## src/rtl/button_fsm_multi.sv

```systemverilog
// N-channel push-button controller: 2-flop sync, debounce, per-channel
// momentary/toggle output and press/release/long-press event pulses.
//
//   state     | meaning
//   S_IDLE    | debounced level low, waiting for a press
//   S_PRESSED | press accepted, hold counter running toward long press
//   S_LONG    | long press reported, waiting for release
module button_fsm_multi #(
    parameter int N_CH              = 4,
    parameter int DEBOUNCE_CYCLES   = 4,
    parameter int LONG_PRESS_CYCLES = 16
) (
    input  logic            clk,
    input  logic            rst,
    input  logic [N_CH-1:0] button,
    input  logic [N_CH-1:0] mode,
    output logic [N_CH-1:0] y,
    output logic [N_CH-1:0] press_pulse,
    output logic [N_CH-1:0] release_pulse,
    output logic [N_CH-1:0] long_pulse
);

    localparam int DW = (DEBOUNCE_CYCLES > 1) ? $clog2(DEBOUNCE_CYCLES) : 1;
    localparam int HW = (LONG_PRESS_CYCLES > 1) ? $clog2(LONG_PRESS_CYCLES) : 1;
    localparam logic [DW-1:0] DEB_LOAD  = DW'(DEBOUNCE_CYCLES - 1);
    localparam logic [HW-1:0] HOLD_LOAD = HW'(LONG_PRESS_CYCLES - 1);

    typedef enum logic [1:0] {
        S_IDLE    = 2'd0,
        S_PRESSED = 2'd1,
        S_LONG    = 2'd2
    } state_t;

    for (genvar g = 0; g < N_CH; g++) begin : g_ch
        logic          r_sync1;
        logic          r_sync2;
        logic          r_deb;
        logic [DW-1:0] r_deb_cnt;
        logic [HW-1:0] r_hold;
        logic          r_y;
        logic          r_press;
        logic          r_release;
        logic          r_long;
        state_t        r_state;
        state_t        w_state_nxt;
        logic          w_press;
        logic          w_release;
        logic          w_long;

        // Debounce down-counter reloads whenever the synced level agrees with deb.
        always_ff @(posedge clk) begin
            if (rst) begin
                r_sync1   <= 1'b0;
                r_sync2   <= 1'b0;
                r_deb     <= 1'b0;
                r_deb_cnt <= DEB_LOAD;
            end else begin
                r_sync1 <= button[g];
                r_sync2 <= r_sync1;
                if (r_sync2 == r_deb) begin
                    r_deb_cnt <= DEB_LOAD;
                end else if (r_deb_cnt == '0) begin
                    r_deb     <= r_sync2;
                    r_deb_cnt <= DEB_LOAD;
                end else begin
                    r_deb_cnt <= r_deb_cnt - DW'(1);
                end
            end
        end

        always_comb begin
            w_state_nxt = r_state;
            w_press     = 1'b0;
            w_release   = 1'b0;
            w_long      = 1'b0;
            case (r_state)
                S_IDLE: begin
                    if (r_deb) begin
                        w_state_nxt = S_PRESSED;
                        w_press     = 1'b1;
                    end
                end
                S_PRESSED: begin
                    if (!r_deb) begin
                        w_state_nxt = S_IDLE;
                        w_release   = 1'b1;
                    end else if (r_hold == '0) begin
                        w_state_nxt = S_LONG;
                        w_long      = 1'b1;
                    end
                end
                S_LONG: begin
                    if (!r_deb) begin
                        w_state_nxt = S_IDLE;
                        w_release   = 1'b1;
                    end
                end
                default: w_state_nxt = S_IDLE;
            endcase
        end

        always_ff @(posedge clk) begin
            if (rst) begin
                r_state   <= S_IDLE;
                r_hold    <= HOLD_LOAD;
                r_y       <= 1'b0;
                r_press   <= 1'b0;
                r_release <= 1'b0;
                r_long    <= 1'b0;
            end else begin
                r_state   <= w_state_nxt;
                r_press   <= w_press;
                r_release <= w_release;
                r_long    <= w_long;
                if (w_press) begin
                    r_hold <= HOLD_LOAD;
                end else if ((r_state == S_PRESSED) && (r_hold != '0)) begin
                    r_hold <= r_hold - HW'(1);
                end
                // Toggle mode only flips on a press; momentary tracks the state.
                if (!mode[g]) begin
                    r_y <= (w_state_nxt != S_IDLE);
                end else if (w_press) begin
                    r_y <= ~r_y;
                end
            end
        end

        assign y[g]             = r_y;
        assign press_pulse[g]   = r_press;
        assign release_pulse[g] = r_release;
        assign long_pulse[g]    = r_long;
    end

endmodule
```

## config.mk

```make
export PLATFORM = sky130hd
export DESIGN_NAME = button_fsm_multi
export DESIGN_NICKNAME = d
export VERILOG_FILES = /design/src/rtl/button_fsm_multi.sv
export SDC_FILE = /design/constraint.sdc
export NUM_CORES = 1
export LEC_CHECK = 0
export ABC_CLOCK_PERIOD_IN_PS = 2400
export CORE_MARGIN = 2
export CORE_UTILIZATION = 55
export DETAILED_ROUTE_END_ITERATION = 16
export DONT_BUFFER_PORTS = 1
export PLACE_DENSITY = 0.68
export REMOVE_ABC_BUFFERS = 1
export SETUP_SLACK_MARGIN = 0.3
export SKIP_CTS_REPAIR_TIMING = 1
export SLEW_MARGIN = 15
export SYNTH_ARGS = -nofsm -noshare
export SYNTH_HDL_FRONTEND = slang
export SYNTH_SLANG_ARGS = --single-unit
```

## constraint.sdc

```tcl
create_clock -name clk -period 2.4 [get_ports clk]
set_clock_uncertainty 0.2 [all_clocks]
set_input_delay 0.6 -clock clk [delete_from_list [all_inputs] [get_ports clk]]
set_output_delay 0.6 -clock clk [all_outputs]
set_load 0.02 [all_outputs]
```

==> flow_summary.ini, run 1 <==
[run_status]
outcome = finished, final reports clean

[logic_synthesis]
yosysWarnings = 0
syn_inst = 297
synth_edf_count = 0
syn_area_per_cell_um2 = 9.201
yosysUniqueCellTypes = 35
synth-seq-cells = 60
syn_area_um2 = 2733
synthArstFlopShare_pct = 0
yosysSeqAreaShare_pct = 43.96
synthFlopType = dfxtp_1

[setup_path]
r2r_end = g_ch[0].r_y
worstPathRequired_ns = 2.42
crit_slowest_cell = or4b_1
setup.worst_path.start_class = register
crit_path_end = g_ch[0].r_y
ff2ff_path_depth = 6
r2r_start = g_ch[0].r_state[0]
criticalPathCategory = reg -> reg
cp_max_fo = 5
rrSetupSlack_ns = 0.40
path_cells = inv_1, ha_1, or4b_1, a21oi_2, nor3_1, o31a_1
crit_arrival_ns = 2.02
critical-path-max-stage-delay_ns = 0.50
crit_start = g_ch[0].r_state[0]
end_kind = register

[worst_hold_path]
holdCritStartpoint = rst
hold_class = in -> reg

[global_routing]
grt_pass1_vias = 1754
grt_pass1_wl_mm = 7.562
grt_util_all_layers_pct = 18.24
antenna_found_initial = 0
grt_max_degree = 45
gr-total-overflow = 0

[timing]
final-setup-viol-count = 0
rsz0062_at_grt = no
maxSlewViolCount = 0
max_freq_mhz = 498.9
maxSlewHeadroom_pct = 60.38
tightest_slew_ns = 0.5794
hold_violations = 0
timing.final.crit_share_pct = 83.52
finalSetupTns_ns = 0
period_needed_ns = 2.004
hold_slack_ns = 0.1384

[final_layout]
nNetsFinal = 317
antenna_cells = 0
fin_area_um2 = 2815
syn2layout_area_growth_pct = 3.022
drive_above_1_share_pct = 6.969

[clock_network]
htree_levels = 3
numClockSinks = 60
insertion_delay_ns = 0.33
root_buffer = clkbuf_8
clockBufferDepth = 2
cts_tree = built
clkTransAtPathRegs_ns = 0.06
cts_made_buffers = 9

[floorplan]
die_w_um = 74.49
start_util_pct = 57.47
rows = 25
die_h_um = 74.49
core_um2 = 4755
dieArea_um2 = 5548
num_io_pins = 26

[place]
placed_cell_area_um2 = 2644
finalWeightedCongestion = 0.7671
dp_hpwl_mm = 2.842
io_buffers = 0

[route]
via_per_inst = 5.124
totalWireLength_mm = 4.122
drc_errors = 0
topRoutingLayerUsed = met4
drt_iter0_drc = 74
wl_per_cell_um = 11.64
first_pass_iters = 4
dr_total_vias = 1814
ant_nets = 0
wl_met3_um = 191
route.met2.wl_mm = 1.900
wl_met1_mm = 1.958

[job]
drv_cap = 0

[power_and_ir_drop]
vdd_drop_max_mv = 0.4080
powerDensity_nw_per_um2 = 645.7
p_leak_uw = 0.001222
[final cells by class]
cell class	count	area [µm²]
clock buffer	13	158.9
clock inverter	2	10.01
fill	447	1939
inverter	26	97.59
multi-input combinational	186	1262
sequential	60	1202
tap	67	83.83
[per-layer routing]
layer	track usage (%)	vias to the layer above
li1	-	952
met2	29.60	36
met3	5.962	7
met5	0	-
met1	20.72	819
met4	11.31	0
[cell families after synthesis]
| group | synth area share (%) |
|---|---|
| compound gates | 10.62 |
| xor+xnor | 5.128 |
| fa+ha+maj | 10.99 |
| buf+inv | 9.890 |
| flops | 43.96 |
| mux | 1.465 |
| simple gates | 17.95 |
[state kept, by name, indices dropped and copies added, names as in the netlist]
signal          flops
g_ch.r_press        4
g_ch.r_hold        16
g_ch.r_deb_cnt      8
g_ch.r_release      4
g_ch.r_state        8
g_ch.r_long         4
g_ch.r_sync2        4
g_ch.r_deb          4
g_ch.r_y            4
g_ch.r_sync1        4
[cell usage after synthesis, types with 6 or more instances]
library cell	instances	area [µm²]
a21oi_1	10	50.05
ha_1	24	300.3
nor2_1	22	82.58
buf_4	16	120.1
nor3_1	12	60.06
nor2b_1	10	62.56
dfxtp_1	60	1201
nor3b_1	6	45.04
xnor2_1	8	70.07
nand2_1	34	127.6
xor2_1	8	70.07
inv_1	26	97.59
[worst min path at each step]
| stage | endpoint | slack (ns) | cells after the start |
|---|---|---|---|
| 2_1_floorplan | g_ch[0].r_deb_cnt[0] | 0.16 | 1 |
| 3_3_place_gp | g_ch[0].r_deb_cnt[0] | 0.17 | 1 |
| 3_5_place_dp | g_ch[1].r_deb_cnt[0] | 0.17 | 1 |
| 4_1_cts | g_ch[1].r_state[1] | 0.12 | 1 |
| 5_1_grt | g_ch[1].r_deb | 0.11 | 1 |
| 6_report | g_ch[1].r_state[1] | 0.14 | 1 |
[placed cells by master (no fill, tap or decap), drive strengths merged, types with 4 or more instances in the layout]
cell     n
xor2     8
nor3b    6
nor3    12
o21ai    6
nand3    4
a21oi   12
nor2    22
nand2   34
inv     26
o211ai   4
dfxtp   60
xnor2    8
clkbuf  13
ha      24
nor2b   10
nand4    4
mux2i    4
o311ai   4
[where the power goes]
part | leakage, µW | internal (µW) | switching, µW
clock network | 0.0000893 | 422 | 355
logic | 0.000645 | 12.5 | 10.0
registers | 0.000487 | 1010 | 9.94
[critical path: cells and delay by family, from the launching register on]
kind,cells,cell delay (ns)
buf+inv,1,0.08
fa+ha+maj,1,0.22
flops,1,0.40
simple gates,2,0.57
compound gates,2,0.43
[metrics by stage]
step,cells,setup WS [ns],utilization [%],total power (µW)
after floorplan,272,0.5060,-,1058
after global placement,339,0.4502,55.61,1062
after detailed placement,339,0.3900,55.61,1063
after CTS,354,0.3809,59.16,1849
after global routing,354,0.3063,59.21,1892
final,354,0.3956,59.21,1818
Note: power is estimated with default switching activity, not from simulation.
==> run 2: changes to the inputs <==
Settings changed: ABC_CLOCK_PERIOD_IN_PS 2400 to 1900.
Clock period 2.4 ns to 1.9 ns, I/O delays scaled along.
==> run 2 against run 1 <==
Compared with the run above:
- sequential power up 25%
- sequential cell count stayed put
- design area is 19% higher
- routed wire length increased by 18%
- via count up 8.0%
- setup slack worse by 0.36 ns
- critical endpoint is now g_ch[1].r_y
- largest cell class unchanged
==> flow_summary.ini, run 2 (same netlist as run 1, synthesis figures left out) <==
[run_status]
outcome = finished, final reports clean

[floorplan]
die_h_um = 74.49
num_io_pins = 26
core_um2 = 4755
start_util_pct = 57.47
dieArea_um2 = 5548
rows = 25
die_w_um = 74.49

[setup_path]
cp_max_fo = 2
ff2ff_path_depth = 6
worstPathRequired_ns = 1.92
crit_start = g_ch[1].r_state[0]
setup.worst_path.start_class = register
critical-path-max-stage-delay_ns = 0.55
crit_slowest_cell = or4b_4
r2r_end = g_ch[1].r_y
end_kind = register
crit_arrival_ns = 1.88
crit_path_end = g_ch[1].r_y
rrSetupSlack_ns = 0.04
r2r_start = g_ch[1].r_state[0]
path_cells = inv_2, ha_4, or4b_4, a21oi_4, nor3_2, o31a_1
criticalPathCategory = reg -> reg

[final_layout]
antenna_cells = 0
reg_top3 = g_ch.r_hold: 16 flops, g_ch.r_deb_cnt: 8 flops, g_ch.r_state: 8 flops
nNetsFinal = 338
syn2layout_area_growth_pct = 22.48
final_cells = 375
final_common_cell = dfxtp_1
nFillCells = 365
mostFrequentLayoutCells = dfxtp_1, nand2_1, nor2_1
regMostFlops = g_ch.r_hold
largest_register_ff_count = 16
drive_above_1_share_pct = 33.44

[global_routing]
grt_pass1_wl_mm = 7.327
use_met1_pct = 22.11
grt_max_degree = 45
gr-total-overflow = 0
busiest_layer = met2
grt_util_all_layers_pct = 17.66
antenna_found_initial = 0
met2_usage_pct = 26.75
grt_pass1_vias = 1696
met3_usage_pct = 4.878

[timing]
worst_slack_ns = 0.03699
rsz0062_at_grt = yes
maxSlewViolCount = 0
hold_violations = 0
max_freq_mhz = 536.8
timing.final.crit_share_pct = 98.05
maxSlewHeadroom_pct = 61.86
finalSetupTns_ns = 0
period_needed_ns = 1.863
tightest_slew_ns = 0.5702
final-setup-viol-count = 0

[route]
first_pass_iters = 5
drc_errors = 0
drt_iter0_drc = 67
ant_nets = 0
wl_per_cell_um = 12.97
via_per_inst = 5.224
dr_total_vias = 1959
totalWireLength_mm = 4.864

[worst_hold_path]
holdCritStartpoint = rst
hold_class = in -> reg

[clock_network]
numClockSinks = 60
cts_made_buffers = 9
clkTransAtPathRegs_ns = 0.07
cts_tree = built
htree_levels = 3
insertion_delay_ns = 0.33
root_buffer = clkbuf_8
clockBufferDepth = 2

[power_and_ir_drop]
power.total_uw = 2427
powerDensity_nw_per_um2 = 725.1
p_leak_uw = 0.001366
vdd_drop_max_mv = 0.6550

[place]
finalWeightedCongestion = 0.7393
dp_hpwl_mm = 2.967
io_buffers = 0
dpl_worst_slack_ns = -0.004109
placedCellCount = 350

[job]
drv_cap = 0
run 2: cell count changes in the layout (fill, tap and decap cells not counted), moves of 3 or more:
cell | before | now
o311ai_1 | 0 | 3
nand2_1 | 34 | 31
inv_1 | 26 | 13
ha_1 | 24 | 10
inv_2 | 0 | 11
dfxtp_1 | 59 | 51
a21oi_1 | 10 | 6
o311ai_0 | 4 | 1
buf_6 | 0 | 4
ha_4 | 0 | 10
ha_2 | 0 | 4
dfxtp_2 | 1 | 8
buf_4 | 0 | 16
a21oi_4 | 0 | 3
run 2: critical path, delay by kind of cell (launching register included):
kind | cells | cell delay (ns)
fa+ha+maj | 1 | 0.15
compound gates | 2 | 0.42
buf+inv | 1 | 0.05
flops | 1 | 0.33
simple gates | 2 | 0.60
run 2: per-stage QoR:
| stage | instance area, µm² | hold WS (ns) | util, % |
|---|---|---|---|
| global placement | 2726 | 0.1637 | 57.34 |
| CTS | 2917 | -0.007304 | 61.34 |
| floorplan | 2560 | 0.1579 | - |
| finish | 3347 | 0.01264 | 70.39 |
| detailed placement | 2726 | 0.1685 | 57.34 |
| global route | 3347 | 0.0008253 | 70.39 |
run 2: worst min path at each step:
stage                                      end  slack [ns]  depth (start not counted)
final                       g_ch[2].r_state[0]        0.01                          1
after global routing            g_ch[0].r_long      0.0008                          1
after CTS                   g_ch[0].r_state[1]      -0.007                          1
after detailed placement  g_ch[2].r_deb_cnt[0]        0.17                          1
after global placement    g_ch[0].r_deb_cnt[0]        0.16                          1
after floorplan           g_ch[0].r_deb_cnt[0]        0.16                          1
run 2: power breakdown:
| group | internal, µW | switching, µW | total [µW] | leakage [µW] |
|---|---|---|---|---|
| Sequential | 1270 | 12.7 | 1280 | 0.000488 |
| Combinational | 19.5 | 19.3 | 38.8 | 0.000781 |
| Clock | 626 | 478 | 1100 | 0.0000979 |
| Total | 1920 | 510 | 2430 | 0.00137 |
run 2: cell type report:
cell class              count  area [µm²]  area share, %
repair buffers             21       175.2          5.234
flip-flops and latches     60        1215          36.30
clock buffers              10       137.6          4.112
clock inverters             5       52.55          1.570
multi-input cells         186        1578          47.14
well taps                  67       83.83          2.505
inverters                  26       105.1          3.140
run 2: routing by layer:
| metal | vias to the layer above | share of wire (%) |
|---|---|---|
| li1 | 1001 | - |
| met1 | 918 | 47 |
| met2 | 30 | 48 |
| met3 | 10 | 2.7 |
| met4 | 0 | 2.2 |
| met5 | - | 0 |
==> run 3: changes to the inputs <==
Settings changed: ABC_CLOCK_PERIOD_IN_PS 1900 to default.
==> results of run 3 <==
The final DEF is identical to that of run 2; final timing and power are the same.
==> variant 1, RTL diff (config.mk and constraints of run 1) <==
`DEBOUNCE_CYCLES`: 4 -> 8.
--- a/src/rtl/button_fsm_multi.sv
+++ b/src/rtl/button_fsm_multi.sv
@@ -7,7 +7,7 @@
 //   S_LONG    | long press reported, waiting for release
 module button_fsm_multi #(
     parameter int N_CH              = 4,
-    parameter int DEBOUNCE_CYCLES   = 4,
+    parameter int DEBOUNCE_CYCLES   = 8,
     parameter int LONG_PRESS_CYCLES = 16
 ) (
     input  logic            clk,
Behaviour: not the same (a bounded check fails within 10 cycles, from zero or initial values and one cycle with rst high).
==> variant 1 against run 1 <==
- total power rose by 12%
- sequential cell count grew 4
- worst setup slack better by 0.051 ns
- synthesized area up 7.6%
- first-iteration DRC count shrank 23%
- final area rose by 8.7%
- cell count increased by 7.9%
- wire length up 6.2%
==> variant 1: results (changes against run 1) <==
{| class="wikitable"
! Metric !! Value
|-
| Wire length of the first global-routing pass || 7730 um (+2.2%)
|-
| Cell Count Post-Placement || 366 (+8.0%)
|-
| Average footprint of a synthesized cell || 9.16 sq um (-0.49%)
|-
| Part of the Yosys area used for sequential elements || 0.436 (-0.00363)
|-
| Share of post-route cells with drive strength above 1 || 0.0769 (+0.00724)
|-
| Run status || complete, no violations
|-
| Adder and majority gate portion of the synthesized area || 0.119 (+0.00931)
|-
| Total Routing Usage GR || 0.165 (-0.0177)
|-
| Post-route antenna net violation count || 0 (unchanged)
|-
| Mux share of post-synthesis cell area || 0.0136 (-0.00103)
|-
| Worst-case setup slack after placement || 0.394 ns (+0.00432 ns)
|-
| Met2 layer usage reported by global route || 0.261 (-0.0354)
|-
| Critical path arrival || 1.98 ns (-0.04 ns)
|-
| Async set or reset register ratio after synthesis || 0 (unchanged)
|-
| H-tree levels || 3 (unchanged)
|-
| Pleak || 1.32 nW (+7.9%)
|-
| GR Layer Usage met3 || 0.0824 (+0.0227)
|-
| Post-Route M1 WL || 2050 um (+4.9%)
|-
| Met2 wire len || 1980 um (+4.3%)
|-
| VDD IR max || 0.412 mV (+1.0%)
|-
| Number of vias per cell || 5.22 (+1.9%)
|-
| Vias in the first global route || 1856 (+5.8%)
|-
| Registers with the highest flip-flop counts || g_ch.r_hold x16, g_ch.r_deb_cnt x12, g_ch.r_state x8
|-
| Number of distinct library cell variants in the gate-level netlist after synthesis || 37 (+5.7%)
|-
| HPWL after detailed placement || 3020 um (+6.2%)
|-
| Largest cells by area after synthesis || sky130_fd_sc_hd__dfxtp_1 44%, sky130_fd_sc_hd__ha_1 12%, sky130_fd_sc_hd__nand2_1 4.5%
|-
| Synth cell count leaders || 64 x sky130_fd_sc_hd__dfxtp_1, 35 x sky130_fd_sc_hd__nand2_1, 28 x sky130_fd_sc_hd__ha_1
|-
| Met3 Routed Length || 274 um (+43%)
|-
| Number of cells in the finished layout apart from fillers || 382 (+7.9%)
|-
| Nets || 345 (+8.8%)
|-
| Met1 track demand over resource in global routing || 0.186 (-0.0209)
|-
| Rel. slew slack || 0.561 (-0.0426)
|-
| First-iteration detailed-routing DRC count || 57 (-23%)
|-
| Placed instance area || 2850 sq um (+7.9%)
|}
[variant 1: changes by cell type after synthesis, sizes merged, moves of 3 or more]
cell,run 1,this run
o21ai,6,9
nor2b,10,13
ha,24,28
nor3,12,16
or3,0,4
dfxtp,60,64
[variant 1: path summary, 6_finish.rpt]
kind                         from              endpoint  slack [ns]  depth (start not counted)
min reg2reg  g_ch[1].r_deb_cnt[0]  g_ch[1].r_deb_cnt[0]        0.19                          1
max reg2reg    g_ch[0].r_state[0]           g_ch[0].r_y        0.45                          6
min                           rst       g_ch[1].r_sync1        0.13                          1
max            g_ch[0].r_state[0]           g_ch[0].r_y        0.45                          6
[variant 1: layout make-up]
class                      count  area (sq um)
clock buffer                  11           151
clock inverter                 5          55.1
fill                         481          2080
inverter                      25          93.8
multi-input combinational    207          1390
sequential                    64          1280
tap                           70          87.6
[variant 1: where the power goes]
group          internal, mW  total [mW]  switching [mW]
Clock                 0.532       0.930           0.398
Sequential             1.07        1.08          0.0101
Combinational        0.0124      0.0237          0.0113
Total                  1.62        2.04           0.419
==> variant 2, RTL diff (config.mk and constraints of run 1) <==
Without the edit above. The 3 states of `state_t` get a one-hot encoding in 3 bits.
--- a/src/rtl/button_fsm_multi.sv
+++ b/src/rtl/button_fsm_multi.sv
@@ -25,10 +25,10 @@
     localparam logic [DW-1:0] DEB_LOAD  = DW'(DEBOUNCE_CYCLES - 1);
     localparam logic [HW-1:0] HOLD_LOAD = HW'(LONG_PRESS_CYCLES - 1);
 
-    typedef enum logic [1:0] {
-        S_IDLE    = 2'd0,
-        S_PRESSED = 2'd1,
-        S_LONG    = 2'd2
+    typedef enum logic [2:0] {
+        S_IDLE    = 3'b001,
+        S_PRESSED = 3'b010,
+        S_LONG    = 3'b100
     } state_t;
 
     for (genvar g = 0; g < N_CH; g++) begin : g_ch
Formal check against the unedited RTL: same outputs for any inputs over 10 cycles, from zero or initial values and one cycle with rst high; not proved beyond that.
==> variant 2 against run 1 <==
- worst setup slack improved by 0.19 ns
- final area down 0.80%
- sequential cell count up 4
- fmax rose by 11%
- non-clock buffer count up 1
- total power rose by 0.73%
- wire length down 1.7%
- synthesized area about the same
- largest cell class is now sequential cells
==> variant 2: results (changes against run 1) <==
{| class="wikitable"
! Metric !! Value
|-
| Pleak || 1.11 nW (-9.2%)
|-
| Worst reg-to-reg path cell count || 5 (-1)
|-
| Fraction of power consumed by the clock network || 0.403 (-0.025)
|-
| Registers with the highest flip-flop counts || g_ch.r_hold x16, g_ch.r_state x12, g_ch.r_deb_cnt x8
|-
| Wire length per cell after detailed routing || 11.8 um (+1.7%)
|-
| R2r startpoint || g_ch[2].r_hold[0]
|-
| Largest net degree at the start of global routing || 38 (-16%)
|-
| Hold EP || g_ch[1].r_sync1
|-
| Worst-case setup slack after placement || 0.635 ns (+0.245 ns)
|-
| Setup TNS || 0 ns (unchanged)
|-
| Critical path arrival || 1.84 ns (-0.18 ns)
|-
| Last weighted congestion value of the routability-driven placer || 0.771 (+0.44%)
|-
| Number of cells in the finished layout apart from fillers || 342 (-3.4%)
|-
| Share of post-route cells with drive strength above 1 || 0.0691 (-0.000596)
|-
| HPWL after detailed placement || 2730 um (-3.8%)
|-
| VDD IR max || 0.329 mV (-19%)
|-
| Slowest cell on crit path || sky130_fd_sc_hd__or3b_2
|-
| Measured slew at the worst slew-check pin || 0.675 ns (+0.0953 ns)
|-
| Minimum clock period || 1.81 ns (-0.192 ns)
|-
| First-iteration detailed-routing DRC count || 57 (-23%)
|-
| Placed instance area || 2640 sq um (-0.19%)
|-
| Part of the Yosys area used for sequential elements || 0.469 (+0.0291)
|-
| Cell Count Post-Placement || 328 (-3.2%)
|-
| Vias in the first global route || 1610 (-8.2%)
|-
| Largest cells by area after synthesis || sky130_fd_sc_hd__dfxtp_1 47%, sky130_fd_sc_hd__buf_4 4.4%, sky130_fd_sc_hd__ha_1 3.7%
|-
| Flop2flop setup slack || 0.59 ns (+0.19 ns)
|-
| Psw || 0.360 mW (-4.0%)
|-
| CP Max Fanout || 7 (+2)
|-
| Number of instances in the synthesized netlist || 288 (-3.0%)
|-
| Count of port buffers added during placement || 0 (unchanged)
|-
| Number of distinct library cell variants in the gate-level netlist after synthesis || 40 (+14%)
|-
| Hold slack final || 0.147 ns (+0.00810 ns)
|-
| Wire length of the first global-routing pass || 6980 um (-7.8%)
|-
| Async set or reset register ratio after synthesis || 0 (unchanged)
|-
| Synth cell count leaders || 64 x sky130_fd_sc_hd__dfxtp_1, 21 x sky130_fd_sc_hd__inv_1, 20 x sky130_fd_sc_hd__o21ai_0
|-
| Number of vias in the routed layout || 1824 (+0.55%)
|-
| CP max stage delay || 0.45 ns (-0.05 ns)
|-
| Total Routing Usage GR || 0.164 (-0.0182)
|-
| Number of fillers in the final layout || 420 (-6.0%)
|-
| Clk power || 0.737 mW (-5.1%)
|-
| Run status || complete, no violations
|}
==> variant 2: cells by family after synthesis <==
kind of cell | synth area share
flip-flops | 0.469
XOR/XNOR | 0.0481
multiplexers | 0.0220
buffers and inverters | 0.0984
AO/OA/AOI/OAI | 0.0810
adder cells (fa/ha/maj) | 0.0366
AND/OR/NAND/NOR | 0.245
==> variant 2: area by class of cell <==
class	count	area [sq um]	share of cell area
Inverter	22	82.6	0.0296
Sequential cell	64	1280	0.459
Multi-Input combinational cell	174	1180	0.424
Tap cell	67	83.8	0.0300
Clock buffer	13	149	0.0533
Clock inverter	1	5.00	0.00179
Timing Repair Buffer	1	7.51	0.00269
==> variant 2: metal layers <==
layer | global-route usage | wire [um] | vias up
li1 | - | - | 954
met1 | 0.215 | 2050 | 822
met2 | 0.238 | 1710 | 40
met3 | 0.0474 | 204 | 8
met4 | 0.101 | 80 | 0
met5 | 0 | 0 | -
